## config.mk

```make
export PLATFORM = sky130hd
export DESIGN_NAME = mem_port_arbiter_flat
export DESIGN_NICKNAME = d
export VERILOG_FILES = /design/src/rtl/mem_arb_pkg.sv /design/src/rtl/mem_port_arbiter_if.sv /design/src/rtl/arb_timeout_cnt.sv /design/src/rtl/mem_port_arbiter.sv /design/src/flat_wrapper.sv
export SDC_FILE = /design/constraint.sdc
export NUM_CORES = 1
export LEC_CHECK = 0
export ABC_AREA = 1
export CORE_AREA = 3 3 143 145
export CTS_CLUSTER_SIZE = 24
export DETAILED_ROUTE_END_ITERATION = 16
export DIE_AREA = 0 0 146 148
export GPL_ROUTABILITY_DRIVEN = 1
export MAX_ROUTING_LAYER = met4
export SLEW_MARGIN = 20
export SYNTH_ARGS = -nofsm -noshare
export SYNTH_HDL_FRONTEND = slang
export SYNTH_HIERARCHICAL = 1
export SYNTH_SLANG_ARGS = --single-unit
```

## constraint.sdc

```tcl
create_clock -name clk -period 3.4 [get_ports clk]
set_input_delay 0.68 -clock clk [delete_from_list [all_inputs] [get_ports clk]]
set_output_delay 0.68 -clock clk [all_outputs]
set_load 0.005 [all_outputs]
```

## src/rtl/mem_arb_pkg.sv

```systemverilog
// Shared types and constants for the fetch/data memory port arbiter.
package mem_arb_pkg;

    typedef enum logic [1:0] {
        IDLE    = 2'd0,
        BUSY_IF = 2'd1,
        BUSY_D  = 2'd2,
        DONE    = 2'd3
    } arb_state_t;

    typedef enum logic {
        OWN_IF = 1'b0,
        OWN_D  = 1'b1
    } owner_t;

    // Sliced down to DW/8 bits by users; fetches always read whole words.
    localparam logic [63:0] BE_ALL = '1;

endpackage

```

## src/rtl/mem_port_arbiter_if.sv

```systemverilog
// Fetch, load/store and memory-side signals of the shared memory port.
interface mem_port_arbiter_if #(
    parameter int AW = 32,
    parameter int DW = 32
);
    logic            if_req;
    logic [AW-1:0]   if_addr;
    logic            if_gnt;
    logic            if_valid;
    logic [DW-1:0]   if_rdata;
    logic            if_err;

    logic            d_req;
    logic            d_we;
    logic [AW-1:0]   d_addr;
    logic [DW-1:0]   d_wdata;
    logic [DW/8-1:0] d_be;
    logic            d_gnt;
    logic            d_valid;
    logic [DW-1:0]   d_rdata;
    logic            d_err;

    logic            mem_req;
    logic            mem_we;
    logic [AW-1:0]   mem_addr;
    logic [DW-1:0]   mem_wdata;
    logic [DW/8-1:0] mem_be;
    logic [DW-1:0]   mem_rdata;
    logic            mem_ack;

    // Arbiter side.
    modport slave (
        input  if_req, if_addr,
        output if_gnt, if_valid, if_rdata, if_err,
        input  d_req, d_we, d_addr, d_wdata, d_be,
        output d_gnt, d_valid, d_rdata, d_err,
        output mem_req, mem_we, mem_addr, mem_wdata, mem_be,
        input  mem_rdata, mem_ack
    );

    // Fetch stage, LSU and memory model side.
    modport master (
        output if_req, if_addr,
        input  if_gnt, if_valid, if_rdata, if_err,
        output d_req, d_we, d_addr, d_wdata, d_be,
        input  d_gnt, d_valid, d_rdata, d_err,
        input  mem_req, mem_we, mem_addr, mem_wdata, mem_be,
        output mem_rdata, mem_ack
    );
endinterface

```

## src/rtl/arb_timeout_cnt.sv

```systemverilog
// Clear/enable counter that stops at a limit and flags when it is there.
module arb_timeout_cnt #(
    parameter int W = 4
) (
    input  logic         clk,
    input  logic         rst,
    input  logic         clr,
    input  logic         en,
    input  logic [W-1:0] limit,
    output logic         hit
);
    logic [W-1:0] cnt;

    assign hit = (cnt == limit);

    always_ff @(posedge clk) begin
        if (!rst)            cnt <= '0;
        else if (clr)        cnt <= '0;
        else if (en && !hit) cnt <= cnt + W'(1);
    end
endmodule

```

## src/rtl/mem_port_arbiter.sv

```systemverilog
// Single-port memory arbiter between instruction fetch and load/store:
// one transaction at a time, data priority with a fetch starvation guard.
module mem_port_arbiter
    import mem_arb_pkg::*;
#(
    parameter int AW         = 32,
    parameter int DW         = 32,
    parameter int STARVE_MAX = 4,
    parameter int TIMEOUT    = 16
) (
    input logic               clk,
    input logic               rst,
    mem_port_arbiter_if.slave bus
);
    localparam int BW = DW / 8;
    localparam int SW = $clog2(STARVE_MAX + 1);
    localparam int TW = (TIMEOUT > 2) ? $clog2(TIMEOUT) : 1;

    arb_state_t    state, state_nxt;
    owner_t        owner;
    logic          lat_we;
    logic [AW-1:0] lat_addr;
    logic [DW-1:0] lat_wdata;
    logic [BW-1:0] lat_be;
    logic [DW-1:0] rdata_q;
    logic          err_q;
    logic [SW-1:0] starve_cnt;

    logic busy, if_win, gnt_if, gnt_d, tmo_hit, if_done, d_done;

    assign busy   = (state == BUSY_IF) || (state == BUSY_D);
    assign if_win = bus.if_req && (!bus.d_req || starve_cnt == SW'(STARVE_MAX));
    // Grants are masked during reset so a request can't be accepted and then dropped.
    assign gnt_if = rst && (state == IDLE) && if_win;
    assign gnt_d  = rst && (state == IDLE) && bus.d_req && !if_win;

    // Counts unacked BUSY cycles; cleared whenever not BUSY, i.e. on every BUSY entry.
    arb_timeout_cnt #(.W(TW)) u_tmo (
        .clk   (clk),
        .rst   (rst),
        .clr   (!busy),
        .en    (busy && !bus.mem_ack),
        .limit (TW'(TIMEOUT - 1)),
        .hit   (tmo_hit)
    );

    always_ff @(posedge clk) begin
        if (!rst) state <= IDLE;
        else      state <= state_nxt;
    end

    always_comb begin
        state_nxt = state;
        unique case (state)
            IDLE:           if (gnt_d) state_nxt = BUSY_D;
                            else if (gnt_if) state_nxt = BUSY_IF;
            BUSY_IF,
            BUSY_D:         if (bus.mem_ack || tmo_hit) state_nxt = DONE;
            DONE:           state_nxt = IDLE;
            default:        state_nxt = IDLE;
        endcase
    end

    always_ff @(posedge clk) begin
        if (!rst) begin
            owner      <= OWN_IF;
            lat_we     <= 1'b0;
            lat_addr   <= '0;
            lat_wdata  <= '0;
            lat_be     <= '0;
            rdata_q    <= '0;
            err_q      <= 1'b0;
            starve_cnt <= '0;
        end else begin
            if (gnt_d) begin
                owner     <= OWN_D;
                lat_we    <= bus.d_we;
                lat_addr  <= bus.d_addr;
                lat_wdata <= bus.d_wdata;
                lat_be    <= bus.d_be;
            end else if (gnt_if) begin
                owner     <= OWN_IF;
                lat_we    <= 1'b0;
                lat_addr  <= bus.if_addr;
                lat_wdata <= '0;
                lat_be    <= BE_ALL[BW-1:0];
            end
            // Fetch always wins at the limit, so the counter can't pass STARVE_MAX.
            if (gnt_if)                   starve_cnt <= '0;
            else if (gnt_d && bus.if_req) starve_cnt <= starve_cnt + SW'(1);
            // An ack on the limit cycle takes precedence over the timeout.
            if (busy) begin
                if (bus.mem_ack) begin
                    rdata_q <= lat_we ? '0 : bus.mem_rdata;
                    err_q   <= 1'b0;
                end else if (tmo_hit) begin
                    rdata_q <= '0;
                    err_q   <= 1'b1;
                end
            end
        end
    end

    assign if_done = (state == DONE) && (owner == OWN_IF);
    assign d_done  = (state == DONE) && (owner == OWN_D);

    assign bus.if_gnt    = gnt_if;
    assign bus.if_valid  = if_done;
    assign bus.if_rdata  = if_done ? rdata_q : '0;
    assign bus.if_err    = if_done && err_q;

    assign bus.d_gnt     = gnt_d;
    assign bus.d_valid   = d_done;
    assign bus.d_rdata   = d_done ? rdata_q : '0;
    assign bus.d_err     = d_done && err_q;

    assign bus.mem_req   = busy;
    assign bus.mem_we    = busy && lat_we;
    assign bus.mem_addr  = busy ? lat_addr : '0;
    assign bus.mem_wdata = busy ? lat_wdata : '0;
    assign bus.mem_be    = busy ? lat_be : '0;
endmodule
```

## src/flat_wrapper.sv

```systemverilog
// flat-port wrapper written by rule: the top's interface ports become plain ports
module mem_port_arbiter_flat import mem_arb_pkg::*;
#(
    parameter int AW         = 32,
    parameter int DW         = 32,
    parameter int STARVE_MAX = 4,
    parameter int TIMEOUT    = 16
)
  (clk, rst, bus_if_req, bus_if_addr, bus_if_gnt, bus_if_valid, bus_if_rdata, bus_if_err, bus_d_req, bus_d_we, bus_d_addr, bus_d_wdata, bus_d_be, bus_d_gnt, bus_d_valid, bus_d_rdata, bus_d_err, bus_mem_req, bus_mem_we, bus_mem_addr, bus_mem_wdata, bus_mem_be, bus_mem_rdata, bus_mem_ack);
  mem_port_arbiter_if #(.AW(AW), .DW(DW)) bus_i ();
  input logic clk;
  input logic rst;
  input wire logic [$bits(bus_i.if_req)-1:0] bus_if_req;
  input wire logic [$bits(bus_i.if_addr)-1:0] bus_if_addr;
  output wire logic [$bits(bus_i.if_gnt)-1:0] bus_if_gnt;
  output wire logic [$bits(bus_i.if_valid)-1:0] bus_if_valid;
  output wire logic [$bits(bus_i.if_rdata)-1:0] bus_if_rdata;
  output wire logic [$bits(bus_i.if_err)-1:0] bus_if_err;
  input wire logic [$bits(bus_i.d_req)-1:0] bus_d_req;
  input wire logic [$bits(bus_i.d_we)-1:0] bus_d_we;
  input wire logic [$bits(bus_i.d_addr)-1:0] bus_d_addr;
  input wire logic [$bits(bus_i.d_wdata)-1:0] bus_d_wdata;
  input wire logic [$bits(bus_i.d_be)-1:0] bus_d_be;
  output wire logic [$bits(bus_i.d_gnt)-1:0] bus_d_gnt;
  output wire logic [$bits(bus_i.d_valid)-1:0] bus_d_valid;
  output wire logic [$bits(bus_i.d_rdata)-1:0] bus_d_rdata;
  output wire logic [$bits(bus_i.d_err)-1:0] bus_d_err;
  output wire logic [$bits(bus_i.mem_req)-1:0] bus_mem_req;
  output wire logic [$bits(bus_i.mem_we)-1:0] bus_mem_we;
  output wire logic [$bits(bus_i.mem_addr)-1:0] bus_mem_addr;
  output wire logic [$bits(bus_i.mem_wdata)-1:0] bus_mem_wdata;
  output wire logic [$bits(bus_i.mem_be)-1:0] bus_mem_be;
  input wire logic [$bits(bus_i.mem_rdata)-1:0] bus_mem_rdata;
  input wire logic [$bits(bus_i.mem_ack)-1:0] bus_mem_ack;
  assign bus_i.if_req = bus_if_req;
  assign bus_i.if_addr = bus_if_addr;
  assign bus_if_gnt = bus_i.if_gnt;
  assign bus_if_valid = bus_i.if_valid;
  assign bus_if_rdata = bus_i.if_rdata;
  assign bus_if_err = bus_i.if_err;
  assign bus_i.d_req = bus_d_req;
  assign bus_i.d_we = bus_d_we;
  assign bus_i.d_addr = bus_d_addr;
  assign bus_i.d_wdata = bus_d_wdata;
  assign bus_i.d_be = bus_d_be;
  assign bus_d_gnt = bus_i.d_gnt;
  assign bus_d_valid = bus_i.d_valid;
  assign bus_d_rdata = bus_i.d_rdata;
  assign bus_d_err = bus_i.d_err;
  assign bus_mem_req = bus_i.mem_req;
  assign bus_mem_we = bus_i.mem_we;
  assign bus_mem_addr = bus_i.mem_addr;
  assign bus_mem_wdata = bus_i.mem_wdata;
  assign bus_mem_be = bus_i.mem_be;
  assign bus_i.mem_rdata = bus_mem_rdata;
  assign bus_i.mem_ack = bus_mem_ack;
  mem_port_arbiter #(.AW(AW), .DW(DW), .STARVE_MAX(STARVE_MAX), .TIMEOUT(TIMEOUT)) u_core (.clk(clk), .rst(rst), .bus(bus_i));
endmodule
```

==> results.cfg <==
[run_status]
outcome = finished, final reports clean

[route]
viasPerCell = 4.25
wl_per_cell_microns = 12.6
drt_pre_antenna_iters = 4
vias = 6173
drtIter0Drc = 260
drc = 0
ant_nets = 0
totalWireLength_microns = 18300

[worst_setup_path]
worstReg2RegEnd = u_core/starve_cnt[2]
end_kind = primary output
worst_ep_arrival_time_ps = 2320
critPathKind = flip-flop to primary output
reg2reg_depth = 10
reg2reg_slack_ps = 1320
crit_fanout = 61
start_kind = flip-flop
required_ps = 2720
r2r_start = u_core/state[1]

[cells_and_area]
syn2layout_area_growth_pct = 57.6
n_fill_cell = 2024
final_util_pct = 46.8
multiInputGateArea_sq_um = 2540
seq_area_sq_um = 2240
nNetsFinal = 1327
antenna_cells = 0
drive_gt1_share_pct = 3.37
final_cell_area_sq_um = 9040

[die]
die_w_microns = 146
design.core.area_sq_um = 19300
core.rowCount = 51
die_h_microns = 148
initial_core_util_pct = 29.7
dieArea_sq_um = 21600
ios = 278

[sta]
period_minus_slack_ps = 3000
worst_pin_slew_ps = 742
hold_ws_ps = 466
clock_skew_ps = 7.23
setup_viol = 0
setup_tns_ps = 0
finalHoldViolCount = 0
min_period_over_period_pct = 88.2
rsz0062_at_grt = no
slew_viol_final = 0
fmax_mhz = 333
max_slew_margin_pct = 50.6

[grt]
grt_pass1_vias = 5746
grt_start_max_net_pins = 70
grt_overflow = 0
grtUsageTotal_pct = 16.9
grt_pass1_wl_microns = 29100
antenna_found_initial = 0

[clock_network]
post_cts_resized = 0
clk_pin_slew_ps = 70
cts_hold_repair.buffers = 0
cts_root_buffer = clkbuf_16
clock_path_buffers = 2
cts_sinks = 112
cts_max_level = 3
cts_setup_buffers = 0
clk_latency_ps = 350
cts_tree = built
numCtsBuffers = 9

[hold_path]
min_to = u_core/lat_wdata[25]
hp-start = u_core/lat_wdata[25]
hold_class = flip-flop to flip-flop
hold_depth = 2

[synthesis]
ys_ff_latch = 112
synthTopCellsByArea = dfxtp_1, nand2_1, inv_1, a21oi_1, nor2_1
synth.top_cell.area_share_pct = 39.1
ys_seq_area_share_pct = 39.1
postSynthCellCount = 927
synth.largest_area_cell = dfxtp_1
ys_warn_count = 6
netlist_area_sq_um = 5730
postSynthAreaPerCell_sq_um = 6.19
ys_types = 22

[placement]
place_area_sq_um = 8770
gp_congestion = 0.764
portBuffers = 277
hpwl_microns = 13200

[power]
ir_drop_v = 0.000435
powerDensity_nw_per_um2 = 525
power_leakage_nw = 4.13

[job]
maxCapViolations = 0
==> critical path: stages, from the launching register on <==
cell	delay, ps
dfxtp_1	330
inv_1	70
ha_2	540
buf_12	300
nand2_1	90
inv_1	50
clkdlybuf4s50_1	530
==> through the flow <==
step | instances | power, mW | setup WS, ps
4_1_cts | 1453 | 4.84 | 349
3_3_place_gp | 1437 | 3.80 | 497
2_1_floorplan | 934 | 2.96 | 1280
5_1_grt | 1453 | 5.15 | 220
3_5_place_dp | 1437 | 3.83 | 503
6_report | 1453 | 4.74 | 401
==> sequential cells by signal (all words and copies together) (netlist names) <==
name               count
u_core/lat_addr       32
u_core/owner           1
u_core/err_q           1
u_core/starve_cnt      3
u_core/lat_we          1
u_core/state           2
u_core/lat_be          4
u_core/u_tmo/cnt       4
u_core/rdata_q        32
u_core/lat_wdata      32
==> per-layer routing <==
layer	up-vias	track usage, %	part of all wire, %
met5	-	-	0
met4	0	3.53	1.0
met3	12	4.60	7.7
met2	189	28.7	47
met1	2706	20.3	44
li1	3266	-	-
==> cells by family after synthesis <==
family,after synthesis,synth area share [%]
simple gates,419,28.6
buf+inv,250,17.6
compound gates,138,13.2
flops,112,39.1
fa+ha+maj,6,1.31
xor+xnor,1,0.153
other cells,1,0.0654
==> placed cells by master (no fill, tap or decap), types with 8 or more instances in the layout <==
cell type and n:
clkdlybuf4s50_1 277, dfxtp_1 112, clkbuf_16 9, nand2_1 280, nand3_1 49, a211oi_1 23
inv_1 191, buf_4 13, conb_1 8, a21oi_1 107, nor2_1 86
==> power by group <==
| part | switching [mW] | leakage (nW) | total [mW] | internal (mW) |
|---|---|---|---|---|
| logic | 1.24 | 3.09 | 2.10 | 0.851 |
| registers | 0.0951 | 0.916 | 1.67 | 1.57 |
| clock network | 0.484 | 0.126 | 0.981 | 0.497 |
==> Yosys cell counts (all sizes together) <==
master,count
nand2,281
buf,35
nand4,1
a211oi,23
o21ai,7
ha,6
inv,195
nand3,49
xor2,1
clkbuf,20
dfxtp,112
conb,1
o211ai,1
nor2,88
a21oi,107
==> worst max-delay path by stage <==
stage,from,endpoint,slack (ps),depth (start not counted)
after floorplan,u_core/state[0],bus_mem_be[0],1280,7
final,u_core/state[1],bus_mem_wdata[6],400,6
after global placement,bus_d_req,bus_d_gnt,500,6
after CTS,u_core/state[1],bus_mem_addr[18],350,6
after global routing,u_core/state[1],bus_mem_wdata[18],220,6
after detailed placement,bus_d_req,bus_d_gnt,500,6
==> cell type report <==
| class | instances | share of cell area [%] |
|---|---|---|
| timing repair buffer | 293 | 32.4 |
| multi-input combinational | 572 | 28.1 |
| sequential | 112 | 24.8 |
| inverter | 195 | 8.11 |
| tap | 265 | 3.67 |
| clock buffer | 11 | 2.57 |
| clock inverter | 5 | 0.374 |
(Power assumes the default switching activity.)
